==> src/rtl/axi_pkg.sv <==
// axi_pkg: shared AXI4 response encodings and burst-length width
package axi_pkg;
  localparam logic [1:0] RESP_OKAY   = 2'b00;
  localparam logic [1:0] RESP_EXOKAY = 2'b01;
  localparam logic [1:0] RESP_SLVERR = 2'b10;
  localparam logic [1:0] RESP_DECERR = 2'b11;
  localparam int LEN_WIDTH = 8;
endpackage

==> src/rtl/axi_err_slv.sv <==
// axi_err_slv: terminating AXI4 responder that answers every burst with an error response
module axi_err_slv
  import axi_pkg::*;
#(
  parameter int ID_WIDTH = 4,
  parameter int DATA_WIDTH = 64,
  parameter logic [1:0] RESP = RESP_DECERR,
  parameter logic [63:0] RDATA = 64'hBADC_AB1E_DEAD_BEEF
) (
  input  logic clk_i,
  input  logic rst_ni,
  input  logic aw_valid_i,
  output logic aw_ready_o,
  input  logic [ID_WIDTH-1:0] aw_id_i,
  input  logic w_valid_i,
  input  logic w_last_i,
  output logic w_ready_o,
  output logic b_valid_o,
  input  logic b_ready_i,
  output logic [ID_WIDTH-1:0] b_id_o,
  output logic [1:0] b_resp_o,
  input  logic ar_valid_i,
  output logic ar_ready_o,
  input  logic [ID_WIDTH-1:0] ar_id_i,
  input  logic [LEN_WIDTH-1:0] ar_len_i,
  output logic r_valid_o,
  input  logic r_ready_i,
  output logic [ID_WIDTH-1:0] r_id_o,
  output logic [DATA_WIDTH-1:0] r_data_o,
  output logic [1:0] r_resp_o,
  output logic r_last_o
);
  typedef enum logic [1:0] {W_IDLE, W_DATA, W_RESP} w_state_e;
  typedef enum logic {R_IDLE, R_DATA} r_state_e;
  w_state_e w_state, w_next;
  r_state_e r_state, r_next;
  logic [LEN_WIDTH-1:0] cnt;
  logic aw_hs, ar_hs, r_hs;
  assign aw_ready_o = w_state == W_IDLE;
  assign w_ready_o = w_state == W_DATA;
  assign b_valid_o = w_state == W_RESP;
  assign b_resp_o = RESP;
  assign ar_ready_o = r_state == R_IDLE;
  assign r_valid_o = r_state == R_DATA;
  assign r_last_o = r_valid_o && cnt == '0;
  assign r_resp_o = RESP;
  assign r_data_o = DATA_WIDTH'(RDATA);
  assign aw_hs = aw_ready_o && aw_valid_i;
  assign ar_hs = ar_ready_o && ar_valid_i;
  assign r_hs = r_valid_o && r_ready_i;
  // write path: wait for AW, sink W until WLAST, then hold B until accepted
  always_comb begin
    w_next = w_state;
    if (aw_hs) w_next = W_DATA;
    else if (w_ready_o && w_valid_i && w_last_i) w_next = W_RESP;
    else if (b_valid_o && b_ready_i) w_next = W_IDLE;
  end
  // write state and latched AW ID
  always_ff @(posedge clk_i or negedge rst_ni) begin
    if (!rst_ni) begin
      w_state <= W_IDLE;
      b_id_o <= '0;
    end else begin
      w_state <= w_next;
      if (aw_hs) b_id_o <= aw_id_i;
    end
  end
  // read path: stream ARLEN+1 beats, return to idle after the last one
  always_comb begin
    r_next = r_state;
    if (ar_hs) r_next = R_DATA;
    else if (r_hs && r_last_o) r_next = R_IDLE;
  end
  // read state, latched AR ID and remaining-beat counter
  always_ff @(posedge clk_i or negedge rst_ni) begin
    if (!rst_ni) begin
      r_state <= R_IDLE;
      r_id_o <= '0;
      cnt <= '0;
    end else begin
      r_state <= r_next;
      if (ar_hs) begin
        r_id_o <= ar_id_i;
        cnt <= ar_len_i;
      end else if (r_hs && !r_last_o) cnt <= cnt - 1'b1;
    end
  end
endmodule
==> config.mk <==
export PLATFORM = sky130hd
export DESIGN_NAME = axi_err_slv
export DESIGN_NICKNAME = d
export VERILOG_FILES = /design/src/rtl/axi_pkg.sv /design/src/rtl/axi_err_slv.sv
export SDC_FILE = /design/constraint.sdc
export NUM_CORES = 1
export LEC_CHECK = 0
export CAP_MARGIN = 10
export CORE_AREA = 2 2 67 69
export CTS_CLUSTER_SIZE = 12
export DETAILED_ROUTE_END_ITERATION = 8
export DIE_AREA = 0 0 69 71
export PLACE_DENSITY_LB_ADDON = 0.3
export SLEW_MARGIN = 10
export SYNTH_ARGS = -nofsm -noshare
export SYNTH_HDL_FRONTEND = slang
export SYNTH_SLANG_ARGS = --single-unit
==> constraint.sdc <==
create_clock -name clk_i -period 4.2 [get_ports clk_i]
set_input_delay 0.84 -clock clk_i [delete_from_list [all_inputs] [get_ports clk_i]]
set_output_delay 0.84 -clock clk_i [all_outputs]
set_load 0.03 [all_outputs]
==> results of run 1 <==
==> cell type report <==
| cell class | count | area share, % |
|---|---|---|
| multi-input combinational | 146 | 43.37 |
| inverter | 4 | 0.8746 |
| tap | 52 | 3.790 |
| clock inverter | 1 | 0.2915 |
| timing repair buffer | 37 | 21.57 |
| sequential | 19 | 27.70 |
| clock buffer | 3 | 2.405 |
==> layout by cell type (no fill, tap or decap), types with 2 or more instances in the layout <==
master / netlist / routed
conb_1: 2 / 68
clkdlybuf4s50_1: 0 / 37
dfrtp_1: 19 / 19
nand2_1: 17 / 17
nor2_1: 7 / 7
a31oi_1: 5 / 5
nand3_1: 5 / 5
a21oi_1: 5 / 5
inv_1: 4 / 4
mux2_2: 4 / 4
nor3_1: 3 / 3
o211ai_1: 3 / 3
clkbuf_8: 0 / 3
nor2b_1: 2 / 2
or4_1: 2 / 2
nand2b_1: 2 / 2
o21ai_0: 2 / 2
o31ai_1: 2 / 2
ha_1: 2 / 2
==> flip-flops by register name (all words and copies together), names as in the netlist <==
| name | cells |
|---|---|
| r_valid_o | 1 |
| cnt | 8 |
| b_id_o | 4 |
| w_state | 2 |
| r_id_o | 4 |
==> final timing paths <==
check	from	end	slack [ps]	depth (start not counted)
hold / removal	r_id_o[3]	r_id_o[3]	480	2
min in group asynchronous	rst_ni	r_id_o[2]	1090	1
setup / recovery	cnt[0]	r_last_o	960	5
max in group asynchronous	rst_ni	cnt[2]	2570	1
setup reg to reg	cnt[2]	cnt[6]	2310	3
hold reg to reg	r_id_o[3]	r_id_o[3]	480	2
==> worst max-delay path, stage by stage (launching register included) <==
cell             delay [ps]
dfrtp_1                 440
inv_1                   100
ha_1                    190
or3b_2                  520
nor3_1                  190
clkdlybuf4s50_1         700
==> kinds of logic after synthesis <==
| family | synth area share [%] |
|---|---|
| other | 0.4912 |
| AO/OA/AOI/OAI | 10.47 |
| buffers and inverters | 36.41 |
| adder cells (fa/ha/maj) | 1.636 |
| flip-flops | 31.10 |
| AND/OR/NAND/NOR | 16.94 |
| multiplexers | 2.946 |
==> per-layer routing <==
layer,part of all wire [%],GRT usage (%)
met5,0,0
met4,2.1,5.882
met3,8.5,1.852
met2,47,16.67
met1,43,13.65
==> metrics by stage <==
step	worst slack [ps]	hold slack [ps]	power (mW)	area, sq um
finish	958.3	476.9	1.011	1717
global placement	1262	466.1	0.8794	1670
global route	803.6	509.9	1.082	1717
detailed placement	1234	463.1	0.8818	1670
CTS	947.6	483.1	1.017	1717
floorplan	1500	541.5	0.7658	1777
==> power by group <==
group	switching, mW	internal, mW
Sequential	0.0835	0.267
Combinational	0.320	0.210
Clock	0.0645	0.0660
==> impl_metrics.py, run 1 <==
metrics = {
    "placement": {
        "place_congestion": 0.8052,
        "dp_cells": 258,
        "numPortBuffers": 37,
        "dp.final_hpwl_mm": 2.029,
    },
    "sta": {
        "tightest_slew_ps": 991.2,
        "period_share_pct": 77.18,
        "rsz0062_at_grt": "no",
        "slew_violations": 0,
        "timing.fmax_mhz": 308.5,
        "setup_viol": 0,
        "finalHoldViolCount": 0,
        "period_needed_ps": 3242,
        "skew_ps": 1.087,
        "relSlewSlack_pct": 33.31,
        "setup-tns-final_ps": 0,
    },
    "finish": {
        "stdcell_count": 262,
        "regArea_sq_um": 475.5,
        "area_growth_pct": 12.28,
        "nNetsFinal": 237,
        "fin_util_pct": 40.83,
        "multi_input_area_sq_um": 744.5,
        "drive_gt1_share_pct": 5.238,
        "diodes": 0,
        "n_fill_cell": 447,
    },
    "detailed_routing": {
        "drc": 0,
        "vias": 1104,
        "drt-pass1-iter-count": 5,
        "drt-wirelength-per-cell_um": 10.45,
        "drt-initial-drc-count": 24,
        "vias_per_cell": 4.214,
        "ant_nets": 0,
        "routed_wl_mm": 2.737,
    },
    "clock_tree": {
        "clkSlewWorstSetupHoldPaths_ps": 80,
        "cts_sinks": 19,
        "cts_tree": "yes",
        "insertion_delay_ps": 260,
        "postCtsHoldBufs": 0,
        "cts_setup_buffers": 0,
        "cts_root_buf": "clkbuf_8",
        "cts-buffers-inserted": 3,
        "cts_buffer_depth": 2,
        "cts_htree_levels": 1,
        "cts_resized": 0,
    },
    "critical_path": {
        "startpoint_type": "register",
        "critPathKind": "register to primary output",
        "required_ps": 3360,
        "crit_fanout": 6,
        "cp.arrival_ps": 2400,
        "crit_path_end_kind": "primary output",
    },
    "logic_synthesis": {
        "synth_warnings": 0,
        "netlist.area_leader.share_pct": 33.39,
        "synth.most_common_cell": "buf_4",
        "async_flop_share_pct": 100.0,
        "synth_commonest_cells": "68 x buf_4, 19 x dfrtp_1, 17 x nand2_1",
        "yosysTopAreaCell": "buf_4",
        "ys_ff_latch": 19,
        "avgSynthCellArea_sq_um": 8.638,
        "ys.flop_type": "dfrtp_1",
        "mappedNetlistArea_sq_um": 1529,
        "ys_seq_area_share_pct": 31.10,
        "synthCells": 177,
        "synth_edf_count": 0,
        "ys_types": 38,
        "synth_area_leaders": "buf_4 33%, dfrtp_1 31%, nand2_1 4.2%, mux2_2 2.9%, a31oi_1 2.0%",
    },
    "grt": {
        "antenna_found_initial": 0,
        "grt_max_degree": 20,
        "grt_pass1_vias": 919,
        "overflow": 0,
        "grt_usage_pct": 10.53,
        "grt_pass1_wl_mm": 4.153,
    },
    "floorplan": {
        "core_sq_um": 4204,
        "num_rows": 24,
        "initial_core_util_pct": 36.37,
        "pin_count": 106,
        "die_h_um": 71,
        "fp.dieW_um": 69,
        "die_area_sq_um": 4899,
    },
    "pwr": {
        "power_density_nw_per_um2": 589.0,
        "vdd_drop_max_mv": 0.1845,
        "leakage_nw": 0.8193,
    },
    "run": {
        "cap_violations": 0,
    },
    "outcome": {
        "status": "complete, no violations",
    },
    "min_path": {
        "min-delay-path-class": "register to register",
    },
}
Power figures use the tool's default switching activity.
==> inputs of run 2 (changes only) <==
Settings changed: CORE_AREA 2 2 67 69 to 2 2 73 75, DIE_AREA 0 0 69 71 to 0 0 75 77.
Clock period 4.2 ns to 2.85 ns, I/O delays scaled along.
==> impl_metrics.py, run 2 (same netlist as run 1, synthesis figures left out) <==
metrics = {
    "finish": {
        "area_growth_pct": 15.06,
        "nNetsFinal": 240,
        "largest_register_ffs": 8,
        "layout_common_cells": "68 x conb_1, 36 x clkdlybuf4s50_1, 19 x dfrtp_1",
        "stdcell_count": 283,
        "biggestRegsByFlops": "cnt x8, b_id_o x4, r_id_o x4",
        "diodes": 0,
        "fin_util_pct": 35.34,
        "max_flop_register": "cnt",
        "drive_gt1_share_pct": 6.103,
        "multi_input_area_sq_um": 744.5,
        "final_common_cell": "conb_1",
        "regArea_sq_um": 475.5,
        "n_fill_cell": 555,
    },
    "critical_path": {
        "slowest_stage": "or3b_2",
        "path_buf_inv": 2,
        "crit_path_end_kind": "primary output",
        "path_cells": "inv_1 > ha_1 > or3b_2 > nor3_1 > dlygate4sd2_1",
        "crit_fanout": 6,
        "r2r_slack_ps": 930,
        "startpoint_type": "register",
        "crit_start": "cnt[0]",
        "r2r_end": "cnt[6]",
        "reg2reg_depth": 4,
        "cp.arrival_ps": 2110,
        "crit_family": "simple AND/OR/NAND/NOR gates",
        "critPathKind": "register to primary output",
        "critPathMaxStageDelay_ps": 510,
        "required_ps": 2280,
        "timing.rr.start": "cnt[2]",
    },
    "sta": {
        "rsz0062_at_grt": "no",
        "tightest_slew_ps": 1008,
        "period_share_pct": 93.96,
        "slew_violations": 0,
        "skew_ps": 3.628,
        "setup_viol": 0,
        "timing.fmax_mhz": 373.4,
        "relSlewSlack_pct": 32.21,
        "period_needed_ps": 2678,
        "setup-tns-final_ps": 0,
        "finalHoldViolCount": 0,
    },
    "detailed_routing": {
        "drt-pass1-iter-count": 5,
        "drt-initial-drc-count": 40,
        "vias": 1112,
        "drt-wirelength-per-cell_um": 10.50,
        "vias_per_cell": 3.929,
        "ant_nets": 0,
        "routed_wl_mm": 2.972,
        "drc": 0,
    },
    "min_path": {
        "holdPathEnd": "r_id_o[1]",
        "min-delay-path-class": "register to register",
        "min_path_cells": 2,
        "min_from": "r_id_o[1]",
    },
    "grt": {
        "antenna_found_initial": 0,
        "grt_usage_pct": 9.937,
        "grt_pass1_wl_mm": 4.422,
        "grt_pass1_vias": 922,
        "overflow": 0,
        "grt_max_degree": 20,
    },
    "floorplan": {
        "core_sq_um": 4977,
        "num_rows": 26,
        "pin_count": 106,
        "initial_core_util_pct": 30.72,
        "die_h_um": 77,
        "fp.dieW_um": 75,
        "die_area_sq_um": 5775,
    },
    "pwr": {
        "p_int_uw": 810.2,
        "p_switching_uw": 697.6,
        "leakage_nw": 0.8360,
        "p_comb_share_pct": 53.0,
        "switching_share_pct": 46.26,
        "seq_power_share_pct": 34.4,
        "p_clk_share_pct": 12.7,
        "power_density_nw_per_um2": 857.1,
        "vdd_drop_max_mv": 0.2972,
    },
    "placement": {
        "dp_cells": 279,
        "dp.final_hpwl_mm": 2.238,
        "place_congestion": 0.7661,
        "numPortBuffers": 37,
    },
    "clock_tree": {
        "postCtsHoldBufs": 0,
        "cts-buffers-inserted": 3,
        "cts_htree_levels": 1,
        "cts_root_buf": "clkbuf_8",
        "clkSlewWorstSetupHoldPaths_ps": 80,
        "cts_sinks": 19,
        "cts_tree": "yes",
        "insertion_delay_ps": 250,
        "cts_buffer_depth": 2,
    },
    "outcome": {
        "status": "complete, no violations",
    },
    "run": {
        "cap_violations": 0,
    },
}
[run 2: final cells by class]
type / count / share of cell area [%]
Sequential cell: 19 / 27.03
Multi-Input combinational cell: 146 / 42.32
Clock buffer: 4 / 2.560
Inverter: 4 / 0.8535
Timing Repair Buffer: 40 / 22.26
Tap cell: 70 / 4.979
[run 2: worst max path at each step]
| stage | to | slack (ps) | cells after the start |
|---|---|---|---|
| 2_1_floorplan | r_last_o | 420 | 4 |
| 3_3_place_gp | r_last_o | 180 | 5 |
| 3_5_place_dp | r_last_o | 160 | 5 |
| 4_1_cts | r_last_o | 170 | 5 |
| 5_1_grt | r_last_o | 40 | 5 |
| 6_report | r_last_o | 170 | 5 |
[run 2: stage by stage]
| stage | setup WS [ps] | cell area (sq um) | hold WS [ps] | total power [mW] |
|---|---|---|---|---|
| detailed placement | 161.7 | 1715 | 466.2 | 1.322 |
| floorplan | 420.2 | 1777 | 274.4 | 1.129 |
| finish | 172.0 | 1759 | 482.1 | 1.508 |
| global route | 40.73 | 1759 | 517.4 | 1.609 |
| CTS | 167.0 | 1759 | 487.4 | 1.518 |
| global placement | 180.5 | 1715 | 460.8 | 1.309 |
[run 2: layer usage]
metal  GRT usage, %  share of wire, %  vias to the layer above
met4          4.464               1.3                        0
li1               -                 -                      534
met1          13.45                43                      516
met5              0                 0                        -
met3          1.708               8.1                        2
met2          15.18                47                       60
[run 2: timing repair]
item,CTS,global route
endpoints found under the setup margin,1,0
resized for setup,1,0
buffers inserted,0,0
[run 2: power by group through the flow]
| stage | logic, mW | registers [mW] | clock network (mW) |
|---|---|---|---|
| global route | 0.860 | 0.539 | 0.210 |
| finish | 0.799 | 0.518 | 0.191 |
| global placement | 0.795 | 0.514 | 0 |
| detailed placement | 0.801 | 0.521 | 0 |
| CTS | 0.803 | 0.518 | 0.197 |
| floorplan | 0.532 | 0.597 | 0 |
[run 2: worst min-delay path: cells and delay by family (launching register included)]
family           cells  cell delay, ps
DFF                  1             350
and+or+nand+nor      2             110
